===== config.mk =====
export PLATFORM = sky130hd
export DESIGN_NAME = control_unit
export DESIGN_NICKNAME = d
export VERILOG_FILES = /design/src/rtl/control_unit.sv
export SDC_FILE = /design/constraint.sdc
export NUM_CORES = 1
export LEC_CHECK = 0
export CORE_MARGIN = 4
export CORE_UTILIZATION = 45
export CTS_BUF_LIST = sky130_fd_sc_hd__clkbuf_4 sky130_fd_sc_hd__clkbuf_8 sky130_fd_sc_hd__clkbuf_16
export DETAILED_ROUTE_END_ITERATION = 7
export GPL_ROUTABILITY_DRIVEN = 0
export HOLD_SLACK_MARGIN = 0.15
export PLACE_DENSITY_LB_ADDON = 0.1
export RECOVER_POWER = 50
export SLEW_MARGIN = 20
export SYNTH_ARGS = -nofsm -noshare
export SYNTH_HDL_FRONTEND = slang
export SYNTH_SLANG_ARGS = --single-unit

===== constraint.sdc =====
create_clock -name clk -period 5.16 [get_ports clk]
set_clock_uncertainty 0.15 [all_clocks]
set_input_delay 0.774 -clock clk [delete_from_list [all_inputs] [get_ports clk]]
set_output_delay 0.774 -clock clk [all_outputs]
set_load 0.03 [all_outputs]

===== src/rtl/control_unit.sv =====
// rtl/control_unit.sv - multicycle MIPS control FSM driving the cpu_MIPS datapath control bundle
module control_unit (
  input  logic       clk,
  input  logic       reset,
  input  logic [5:0] opcode,
  input  logic [5:0] funct,
  input  logic       zero,
  input  logic       O,
  input  logic       mult_done,
  output logic [1:0] iord,
  output logic [1:0] excpControl,
  output logic       memWrite,
  output logic       irWrite,
  output logic       regWrite,
  output logic [2:0] srcWrite,
  output logic [3:0] srcData,
  output logic [1:0] aluScrcA,
  output logic [1:0] aluScrcB,
  output logic [2:0] aluControl,
  output logic       aluOutControl,
  output logic [2:0] pcSource,
  output logic       pcWrite,
  output logic       epcControl,
  output logic       multControl
);
  typedef enum logic [4:0] {
    RESET, FETCH0, FETCH1, DECODE, EXEC_R, WB_R, EXEC_I, WB_I, ADDR, MEM0, MEM1,
    WB_L, MEMW, BR, JMP, JAL, JR, LUI, MFHI, MFLO, RTE, MULT_START, MULT_WAIT,
    EXC_EPC, EXC_RD0, EXC_RD1, EXC_JMP
  } state_t;

  typedef struct packed {
    logic [1:0] iord;
    logic [1:0] excp;
    logic       mem_write;
    logic       ir_write;
    logic       reg_write;
    logic [2:0] src_write;
    logic [3:0] src_data;
    logic [1:0] alu_a;
    logic [1:0] alu_b;
    logic [2:0] alu_ctl;
    logic       alu_out;
    logic [2:0] pc_source;
    logic       pc_write;
    logic       epc;
    logic       mult;
  } ctl_t;

  localparam logic [2:0] ALU_ADD = 3'b001;
  localparam logic [2:0] ALU_SUB = 3'b010;
  localparam logic [2:0] ALU_AND = 3'b011;

  state_t     r_state, w_next;
  logic       r_run;
  logic       r_bne;
  logic [1:0] r_excp, w_next_excp;
  ctl_t       r_ctl;
  logic       w_br_take;

  function automatic ctl_t decode(input state_t s, input logic [5:0] f, input logic [1:0] e);
    ctl_t c;
    c = '0;
    case (s)
      RESET:      begin c.reg_write = 1'b1; c.src_write = 3'd3; c.src_data = 4'd6; end
      FETCH1:     begin c.ir_write = 1'b1; c.alu_b = 2'd1; c.alu_ctl = ALU_ADD; c.pc_write = 1'b1; end
      DECODE:     begin c.alu_b = 2'd3; c.alu_ctl = ALU_ADD; c.alu_out = 1'b1; end
      EXEC_R: begin
        c.alu_a   = 2'd1;
        c.alu_ctl = (f == 6'h22) ? ALU_SUB : (f == 6'h24) ? ALU_AND : ALU_ADD;
        c.alu_out = 1'b1;
      end
      WB_R:       begin c.reg_write = 1'b1; c.src_write = 3'd1; end
      EXEC_I, ADDR: begin c.alu_a = 2'd1; c.alu_b = 2'd2; c.alu_ctl = ALU_ADD; c.alu_out = 1'b1; end
      WB_I:       c.reg_write = 1'b1;
      MEM0, MEM1: c.iord = 2'd1;
      WB_L:       begin c.reg_write = 1'b1; c.src_data = 4'd1; end
      MEMW:       begin c.iord = 2'd1; c.mem_write = 1'b1; end
      BR:         begin c.alu_a = 2'd1; c.alu_ctl = ALU_SUB; c.pc_source = 3'd1; end
      JMP:        begin c.pc_source = 3'd2; c.pc_write = 1'b1; end
      JAL: begin
        c.reg_write = 1'b1; c.src_write = 3'd2; c.src_data = 4'd3;
        c.pc_source = 3'd2; c.pc_write = 1'b1;
      end
      JR:         begin c.alu_a = 2'd1; c.pc_write = 1'b1; end
      LUI:        begin c.reg_write = 1'b1; c.src_data = 4'd2; end
      MFHI:       begin c.reg_write = 1'b1; c.src_write = 3'd1; c.src_data = 4'd4; end
      MFLO:       begin c.reg_write = 1'b1; c.src_write = 3'd1; c.src_data = 4'd5; end
      RTE:        begin c.pc_source = 3'd4; c.pc_write = 1'b1; end
      MULT_START: c.mult = 1'b1;
      EXC_EPC:    begin c.alu_b = 2'd1; c.alu_ctl = ALU_SUB; c.epc = 1'b1; c.excp = e; end
      EXC_RD0, EXC_RD1: begin c.iord = 2'd2; c.excp = e; end
      EXC_JMP:    begin c.pc_source = 3'd3; c.pc_write = 1'b1; c.excp = e; end
      default:    c = '0;
    endcase
    return c;
  endfunction

  always_comb begin
    w_next      = r_state;
    w_next_excp = r_excp;
    case (r_state)
      RESET:  w_next = r_run ? FETCH0 : RESET;
      FETCH0: w_next = FETCH1;
      FETCH1: w_next = DECODE;
      DECODE: begin
        w_next      = EXC_EPC;
        w_next_excp = 2'd0;
        case (opcode)
          6'h00: case (funct)
                   6'h20, 6'h22, 6'h24: w_next = EXEC_R;
                   6'h08:               w_next = JR;
                   6'h10:               w_next = MFHI;
                   6'h12:               w_next = MFLO;
                   6'h18:               w_next = MULT_START;
                   default:             w_next = EXC_EPC;
                 endcase
          6'h08:        w_next = EXEC_I;
          6'h23, 6'h2b: w_next = ADDR;
          6'h04, 6'h05: w_next = BR;
          6'h02:        w_next = JMP;
          6'h03:        w_next = JAL;
          6'h0f:        w_next = LUI;
          6'h10:        w_next = (funct == 6'h13) ? RTE : EXC_EPC;
          default:      w_next = EXC_EPC;
        endcase
      end
      // Overflow diverts into the exception path before any writeback happens.
      EXEC_R: begin w_next = O ? EXC_EPC : WB_R; w_next_excp = O ? 2'd1 : r_excp; end
      EXEC_I: begin w_next = O ? EXC_EPC : WB_I; w_next_excp = O ? 2'd1 : r_excp; end
      ADDR:      w_next = (opcode == 6'h23) ? MEM0 : MEMW;
      MEM0:      w_next = MEM1;
      MEM1:      w_next = WB_L;
      MULT_START: w_next = MULT_WAIT;
      MULT_WAIT: w_next = mult_done ? FETCH0 : MULT_WAIT;
      EXC_EPC:   w_next = EXC_RD0;
      EXC_RD0:   w_next = EXC_RD1;
      EXC_RD1:   w_next = EXC_JMP;
      default:   w_next = FETCH0;
    endcase
  end

  always_ff @(posedge clk or negedge reset) begin
    if (!reset) begin
      r_state <= RESET;
      r_run   <= 1'b0;
      r_bne   <= 1'b0;
      r_excp  <= 2'd0;
      r_ctl   <= '0;
    end else begin
      r_run   <= 1'b1;
      r_state <= w_next;
      r_excp  <= w_next_excp;
      r_ctl   <= decode(w_next, funct, w_next_excp);
      if (r_state == DECODE) r_bne <= (opcode == 6'h05);
    end
  end

  // The branch decision uses the flag from the compare happening in BR itself.
  assign w_br_take = (r_state == BR) && (zero ^ r_bne);

  assign iord          = r_ctl.iord;
  assign excpControl   = r_ctl.excp;
  assign memWrite      = r_ctl.mem_write;
  assign irWrite       = r_ctl.ir_write;
  assign regWrite      = r_ctl.reg_write;
  assign srcWrite      = r_ctl.src_write;
  assign srcData       = r_ctl.src_data;
  assign aluScrcA      = r_ctl.alu_a;
  assign aluScrcB      = r_ctl.alu_b;
  assign aluControl    = r_ctl.alu_ctl;
  assign aluOutControl = r_ctl.alu_out;
  assign pcSource      = r_ctl.pc_source;
  assign pcWrite       = r_ctl.pc_write | w_br_take;
  assign epcControl    = r_ctl.epc;
  assign multControl   = r_ctl.mult;
endmodule


# Yosys cells after proc, flatten, opt, wreduce, memory -nomap -nowiden
# Cells that the tools add are included.
# word_totals
reg_bits	37
wordCells	125
inputBits	17
# classes
n_eq_ne	55
bitwise	2
n_mux	28
reduce_logical	21
# op_table
op	count
$eq 5x5->1 const B	15
$pmux 5 s14	1
$eq 5x4->1 const B	12
$pmux 5 s8	1
$eq 5x3->1 const B	6
$eq 6x5->1 const B	5
$eq 6x6->1 const B	5
$pmux 5 s5	1
$eq 5x2->1 const B	4
$eq 6x4->1 const B	3
$pmux 2 s3	3
$pmux 3 s6	1
$reduce_or 2->1	8
$mux 5	3
$eq 6x2->1 const B	2
$eq 6x3->1 const B	2
$pmux 3 s4	1
$reduce_or 4->1	3
$logic_not 5->1	2
$mux 2	5
$mux 1	9
$reduce_or 3->1	3
$pmux 2 s2	2
$reduce_or 8->1	1
8 further kinds	8

# Longest topological paths before layout
# Gate-level depths: netlist of the first run.
# logic_depth
ltp_word	8
ltp_mapped	9
ltp_nobuf	8

# Worst setup path after synthesis of the first run
# OpenSTA, ideal clock, no wires.
# synth_timing
kind	input to output
startpoint	in zero
endpoint	out pcWrite
path_buffers	0
t_arrival_ps	1898
t_required_ps	4236
stages	2
setup_slack_ps	2338
cell_sequence	xnor2_1 o41ai_1
# synth_between
elab_chain_len	3
# synth_rtl
item	line_no	rtl
start: declaration	7	input logic zero,
$xor 1x1->1	160	assign w_br_take = (r_state == BR) && (zero ^ r_bne);
$logic_and 1x1->1	160	
$or 1x1->1	174	assign pcWrite = r_ctl.pc_write | w_br_take;
end: declaration	22	output logic pcWrite,
# No other way between the ends.

# Final worst setup path of the first run
# layout_timing
startpoint	in opcode[1]
endpoint	reg r_ctl, in the netlist aluScrcA[0]
# layout_between
elab_chain_len	7
# layout_rtl
item	line_no	rtl
start: declaration	5	input logic [5:0] opcode,
$eq 6x3->1, or another cell as far along	109	case (opcode)
$reduce_or 2->1	109	
$pmux 5 s8	109	
$pmux 5 s14 *	102	case (r_state)
$eq 5x5->1, or another cell as far along	64	case (s)
$reduce_or 5->1 (no source line) *	n/a	
$mux 1 *	64	
end signal: assignment	154	r_ctl <= decode(w_next, funct, w_next_excp);
end: declaration	58	ctl_t r_ctl;
# Every way passes the cells marked *; elsewhere a longest branch is shown, timed or not.
# A chain may end at the register's enable or synchronous reset.

==> results.sh, run 1 <==
export IMPL_numCtsBuffers=5
export IMPL_hold_fails_final_rpt=0
export IMPL_initial_utilization_pct=47.1
export IMPL_half_perimeter_wire_length_after_placement_mm=3.63
export IMPL_wl_mm=4.80
export IMPL_layout_min_cycle_time_ps=3300
export IMPL_synth_top_area_share_pct=36.4
export IMPL_synth_cells=244
export IMPL_synthTopCellsByCount="sky130_fd_sc_hd__dfrtp_1 (33), sky130_fd_sc_hd__buf_4 (22), sky130_fd_sc_hd__nand2_1 (20)"
export IMPL_end_kind="flip-flop"
export IMPL_comb_power_share_pct=58.5
export IMPL_initial_antenna_violation_count=0
export IMPL_report_power_total_mw=1.39
export IMPL_synthMostInstantiatedCell="sky130_fd_sc_hd__dfrtp_1"
export IMPL_cts_hold_buffers_added=0
export IMPL_grt_max_degree=34
export IMPL_pre_cts_ws_ps=1530
export IMPL_finalInstanceArea_mm2=0.00260
export IMPL_critical_path_slowest_cell="sky130_fd_sc_hd__or4_4"
export IMPL_layout_area_overhead_vs_synth_pct=14.6
export IMPL_netlist_area_mm2=0.00227
export IMPL_crit_path_frequent_cell="sky130_fd_sc_hd__o31ai_1"
export IMPL_max_clock_freq_mhz=303
export IMPL_initialDrtViolationCount=137
export IMPL_seq_area_frac_synth_pct=36.4
export IMPL_hp_class="reg2reg"
export IMPL_route_antenna_remaining_nets=0
export IMPL_cts_root_buf="sky130_fd_sc_hd__clkbuf_8"
export IMPL_fp_row_count=25
export IMPL_synth_lib_cells_used_distinct=65
export IMPL_cellLeakagePower_nw=1.08
export IMPL_tritoncts_clock_tree="yes"
export IMPL_fp_dieH_um=79
export IMPL_required_arrival_time_at_the_worst_endpoint_ps=5230
export IMPL_antenna_cells_inserted=0
export IMPL_ys_ff_latch=33
export IMPL_max_slew_margin_rel_pct=-11.1
export IMPL_worstPathArrival_ps=3370
export IMPL_critPathLaunchType="input port"
export IMPL_final_layout_size_suffix_gt1_share_pct=11.9
export IMPL_placedCellCount=319
export IMPL_p_int_mw=0.725
export IMPL_path_cells="clkdlybuf4s50_1 -> or4_4 -> a2111oi_0 -> o31ai_1 -> and4b_4 -> xor2_1 -> o31ai_1 -> a32o_1"
export IMPL_netSwitchingFraction_pct=47.7
export IMPL_ir_drop_mv=0.173
export IMPL_max_cap_viol_count=1
export IMPL_port_buffer_count=40
export IMPL_maxSlewViolCount=34
export IMPL_die_width_um=79
export IMPL_r2r_setup_slack_ps=2480
export IMPL_grt_remaining_overflow=0
export IMPL_detailroute_via_count=1842
export IMPL_pwr_share_seq_pct=28.2
export IMPL_setup_violations=0
export IMPL_timing_worst_slew_pin_value_ps=1670
export IMPL_dpl_cell_area_mm2=0.00252
export IMPL_number_of_flops_mapped_to_enable_cells_by_yosys=0
export IMPL_floorplan_die_area_mm2=0.00624
export IMPL_syn_area_per_cell_um2=9.30
export IMPL_global_route_usage_total_pct=16.0
export IMPL_dominantRegCellSynth="sky130_fd_sc_hd__dfrtp_1"
export IMPL_layout_cells_non_filler=327
export IMPL_cts_repair_resize_count=0
export IMPL_cp_top_family="compound AO/OA/AOI/OAI gates"
export IMPL_grt_first_pass_wirelength_mm=7.86
export IMPL_grt_pass1_vias=1653
export IMPL_drt_first_pass_iters=4
export IMPL_finalSetupTns_ps=0
export IMPL_clockBufferDepth=2
export IMPL_power_density_mw_per_mm2=533
export IMPL_clock_sinks=33
export IMPL_worst_skew_pair_late_latency_ps=280
export IMPL_critPathMaxStageDelay_ps=630
export IMPL_clk_pin_slew_worst_paths_ps=70
export IMPL_worst_slack_ps=1860
export IMPL_fin_hold_ws_ps=353
export IMPL_crit_path_category="in2reg"
export IMPL_final_routed_wire_length_divided_by_cell_count_um=14.7
export IMPL_final_min_period_over_clock_period_pct=64.0
export IMPL_routed_via_density=5.63
export IMPL_run_status="complete, but fails checks"
export IMPL_deepest_level_of_the_cts_h_tree=2
export IMPL_async_reset_ff_share_pct=100
export IMPL_switching_power_mw=0.661
export IMPL_core_mm2=0.00482
export IMPL_drt_drc_violations_left=0
export IMPL_number_of_nets_in_the_final_layout=276
export IMPL_rsz0062_at_grt="false"
export IMPL_power_clock_fraction_pct=13.4
export IMPL_synth_top_area_cell="sky130_fd_sc_hd__dfrtp_1"
export IMPL_synthTopCellsByArea="sky130_fd_sc_hd__dfrtp_1 (36%), sky130_fd_sc_hd__buf_4 (7.3%), sky130_fd_sc_hd__nand2_1 (3.3%)"
export IMPL_failed_checks="max-capacitance violations, max-slew violations"
export IMPL_post_cts_buffers=0
export IMPL_io_pins=45
export IMPL_ys_warnings_count=0
export IMPL_postLayoutCoreUtil_pct=54.0
export IMPL_worstPathMaxFanout=14
export IMPL_worst_path_buf_inv=1
[flip-flops by register name, indices dropped and copies added, names as in the netlist, 2 cells and up]
signal       count
r_state          5
pcSource         3
srcData          3
aluControl       2
aluScrcB         2
excpControl      2
iord             2
r_excp           2
srcWrite         2
[cell families (layout without fill, tap and decap cells)]
logic type	count (synthesis)	in the layout	share of synthesized area [%]
buffers and inverters	47	60	12.8
AND/OR/NAND/NOR	91	91	24.7
multiplexers	2	2	0.883
AO/OA/AOI/OAI	65	65	23.3
other	2	5	0.331
flip-flops	33	33	36.4
XOR/XNOR	4	4	1.54
[final cells by class]
type                       count  area (µm²)
timing repair buffer          41         404
inverter                      11        41.3
multi-input combinational    167        1160
clock inverter                 3        17.5
sequential                    33         826
clock buffer                   5        68.8
fill                         461        2220
tap                           67        83.8
[per-layer routing]
layer  vias up  global-route usage (%)  part of all wire [%]
met2        70                    25.5                    46
met3        11                    3.85                   6.7
li1        901                       -                     -
met1       860                    21.0                    44
met5         -                       0                     0
met4         0                    6.36                   2.6
[cell usage in the layout (no fill, tap or decap), drive strengths merged, types with 3 or more instances in the layout]
master | Yosys | layout
nor2 | 16 | 16
nor4 | 3 | 3
dfrtp | 33 | 33
o2111ai | 3 | 3
a211o | 3 | 3
o21ai | 17 | 17
o31ai | 3 | 3
o22ai | 3 | 3
nor3 | 4 | 4
inv | 11 | 11
a21oi | 4 | 4
conb | 2 | 5
dlygate4sd3 | 0 | 8
nor2b | 5 | 5
clkdlybuf4s50 | 0 | 32
nand3 | 8 | 8
and3 | 5 | 5
nor4b | 5 | 5
a41oi | 4 | 4
clkbuf | 4 | 6
o211ai | 7 | 7
nand2b | 6 | 6
nand3b | 5 | 5
nand2 | 20 | 20
nor3b | 4 | 4
a21boi | 3 | 3
[worst paths after layout]
check,startpoint,end,depth (start not counted)
worst max-delay path,opcode[1],aluScrcA[0],8
worst min-delay path,r_bne,r_bne,2
worst max register to register,r_state[4],r_ctl[2],6
worst min register to register,r_bne,r_bne,2
max in group asynchronous,reset,memWrite,2
min in group asynchronous,reset,iord[1],2
[worst reg2reg max path, cell delays in order (launching register included)]
cell	delay, ps
sky130_fd_sc_hd__dfrtp_1	510
sky130_fd_sc_hd__nor3_1	460
sky130_fd_sc_hd__nand3_2	310
sky130_fd_sc_hd__o31ai_4	560
sky130_fd_sc_hd__nand2_1	250
sky130_fd_sc_hd__o21ai_1	250
sky130_fd_sc_hd__a211o_1	130
[power by group through the flow]
stage / clock network [mW] / registers [mW] / logic [mW]
floorplan: 0 / 0.378 / 0.671
finish: 0.185 / 0.390 / 0.810
global route: 0.205 / 0.401 / 0.880
global placement: 0 / 0.398 / 0.807
detailed placement: 0 / 0.397 / 0.817
CTS: 0.190 / 0.392 / 0.819
No activity file was read; power rests on OpenSTA's default activity.
==> run 2, diff against run 1 <==
==> constraint.sdc (replaced) <==
create_clock -name clk -period 3.4 [get_ports clk]
set_clock_uncertainty 0.15 [all_clocks]
set_input_delay 0.51 -clock clk [delete_from_list [all_inputs] [get_ports clk]]
set_output_delay 0.51 -clock clk [all_outputs]
set_load 0.03 [all_outputs]
==> results.sh, run 2 (synthesis gave the netlist of run 1 again) <==
export IMPL_finalSetupTns_ps=0
export IMPL_cts_hold_buffers_added=0
export IMPL_initial_utilization_pct=47.1
export IMPL_floorplan_die_area_mm2=0.00624
export IMPL_critPathLaunchType="input port"
export IMPL_power_density_mw_per_mm2=808
export IMPL_drt_first_pass_iters=4
export IMPL_worst_skew_pair_late_latency_ps=290
export IMPL_fin_hold_ws_ps=365
export IMPL_number_of_nets_in_the_final_layout=281
export IMPL_layout_area_overhead_vs_synth_pct=16.3
export IMPL_clockBufferDepth=2
export IMPL_fp_row_count=25
export IMPL_required_arrival_time_at_the_worst_endpoint_ps=3420
export IMPL_core_mm2=0.00482
export IMPL_route_antenna_remaining_nets=0
export IMPL_worstPathArrival_ps=3100
export IMPL_max_cap_viol_count=1
export IMPL_tritoncts_clock_tree="yes"
export IMPL_numCtsBuffers=5
export IMPL_worstPathMaxFanout=14
export IMPL_cts_root_buf="sky130_fd_sc_hd__clkbuf_8"
export IMPL_clk_pin_slew_worst_paths_ps=70
export IMPL_final_layout_size_suffix_gt1_share_pct=13.6
export IMPL_cellLeakagePower_nw=1.10
export IMPL_max_clock_freq_mhz=325
export IMPL_grt_first_pass_wirelength_mm=7.99
export IMPL_layout_common_cells="sky130_fd_sc_hd__dfrtp_1 (33), sky130_fd_sc_hd__clkdlybuf4s50_1 (33), sky130_fd_sc_hd__nand2_1 (20)"
export IMPL_grt_pass1_vias=1644
export IMPL_hold_fails_final_rpt=0
export IMPL_clock_sinks=33
export IMPL_max_slew_margin_rel_pct=-13.3
export IMPL_initialDrtViolationCount=119
export IMPL_grt_max_degree=34
export IMPL_global_route_usage_total_pct=16.3
export IMPL_largest_reg_flops=5
export IMPL_timing_worst_slew_pin_value_ps=1700
export IMPL_setup_violations=0
export IMPL_ir_drop_mv=0.329
export IMPL_die_width_um=79
export IMPL_detailroute_via_count=1873
export IMPL_final_routed_wire_length_divided_by_cell_count_um=14.6
export IMPL_fp_dieH_um=79
export IMPL_port_buffer_count=40
export IMPL_initial_antenna_violation_count=0
export IMPL_io_pins=45
export IMPL_drt_drc_violations_left=0
export IMPL_rsz0062_at_grt="false"
export IMPL_failed_checks="max-capacitance violations, max-slew violations"
export IMPL_r2r_setup_slack_ps=820
export IMPL_cts_repair_resize_count=0
export IMPL_wl_mm=4.84
export IMPL_post_cts_buffers=0
export IMPL_crit_path_category="in2reg"
export IMPL_grt_remaining_overflow=0
export IMPL_final_min_period_over_clock_period_pct=90.5
export IMPL_half_perimeter_wire_length_after_placement_mm=3.64
export IMPL_largest_register="r_state"
export IMPL_run_status="complete, but fails checks"
export IMPL_layout_min_cycle_time_ps=3080
export IMPL_maxSlewViolCount=34
export IMPL_antenna_cells_inserted=0
export IMPL_hp_class="reg2reg"
export IMPL_end_kind="flip-flop"
export IMPL_deepest_level_of_the_cts_h_tree=2
export IMPL_routed_via_density=5.64
## run 2: cell types whose count changed in the layout (fill, tap and decap cells not counted), sizes merged
cell           delta
dlygate4sd3       -1
buf               +5
clkdlybuf4s50     +1
## run 2: report_power, final
group	internal [mW]	switching, mW	total (mW)
combinational	0.482	0.769	1.25
sequential	0.500	0.0962	0.596
clock	0.141	0.143	0.284
## run 2: layer usage
metal  GRT usage [%]  routed length, µm  part of all wire [%]
met1            22.3               2130                    44
met2            24.4               2250                    46
met3            4.08                372                   7.7
met4            7.04                 89                   1.8
met5               0                  0                     0
## run 2: worst paths after layout
kind                                 start     endpoint  depth (start not counted)
worst max-delay path             opcode[3]  aluScrcA[0]                          8
worst min-delay path             r_excp[1]    r_excp[1]                          1
worst max register to register  r_state[4]     regWrite                          7
worst min register to register   r_excp[1]    r_excp[1]                          1
max in group asynchronous            reset   srcData[1]                          2
min in group asynchronous            reset        r_run                          2
## run 2: cell type report
type | count | area, µm²
Timing Repair Buffer | 46 | 442
Multi-Input combinational cell | 167 | 1160
Tap cell | 67 | 83.8
Sequential cell | 33 | 826
Inverter | 11 | 41.3
Clock inverter | 3 | 17.5
Fill cell | 476 | 2180
Clock buffer | 5 | 68.8
## run 2: critical path, stage by stage
cell and delay (ps):
sky130_fd_sc_hd__dlygate4sd3_1 700, sky130_fd_sc_hd__nor4b_1 520, sky130_fd_sc_hd__a41oi_1 110, sky130_fd_sc_hd__o31ai_1 360
sky130_fd_sc_hd__and4b_4 420, sky130_fd_sc_hd__xor2_1 170, sky130_fd_sc_hd__o31ai_1 80, sky130_fd_sc_hd__a32o_1 220
## run 2: per-stage QoR
step	worst slack, ps	utilization (%)	area, µm²	std cells	power [mW]
floorplan	943	-	2280	247	1.59
finish	324	54.8	2640	332	2.13
global route	119	54.8	2640	332	2.29
CTS	369	54.9	2650	332	2.15
detailed placement	65.5	53.1	2560	324	1.86
global placement	76.0	53.1	2560	324	1.86
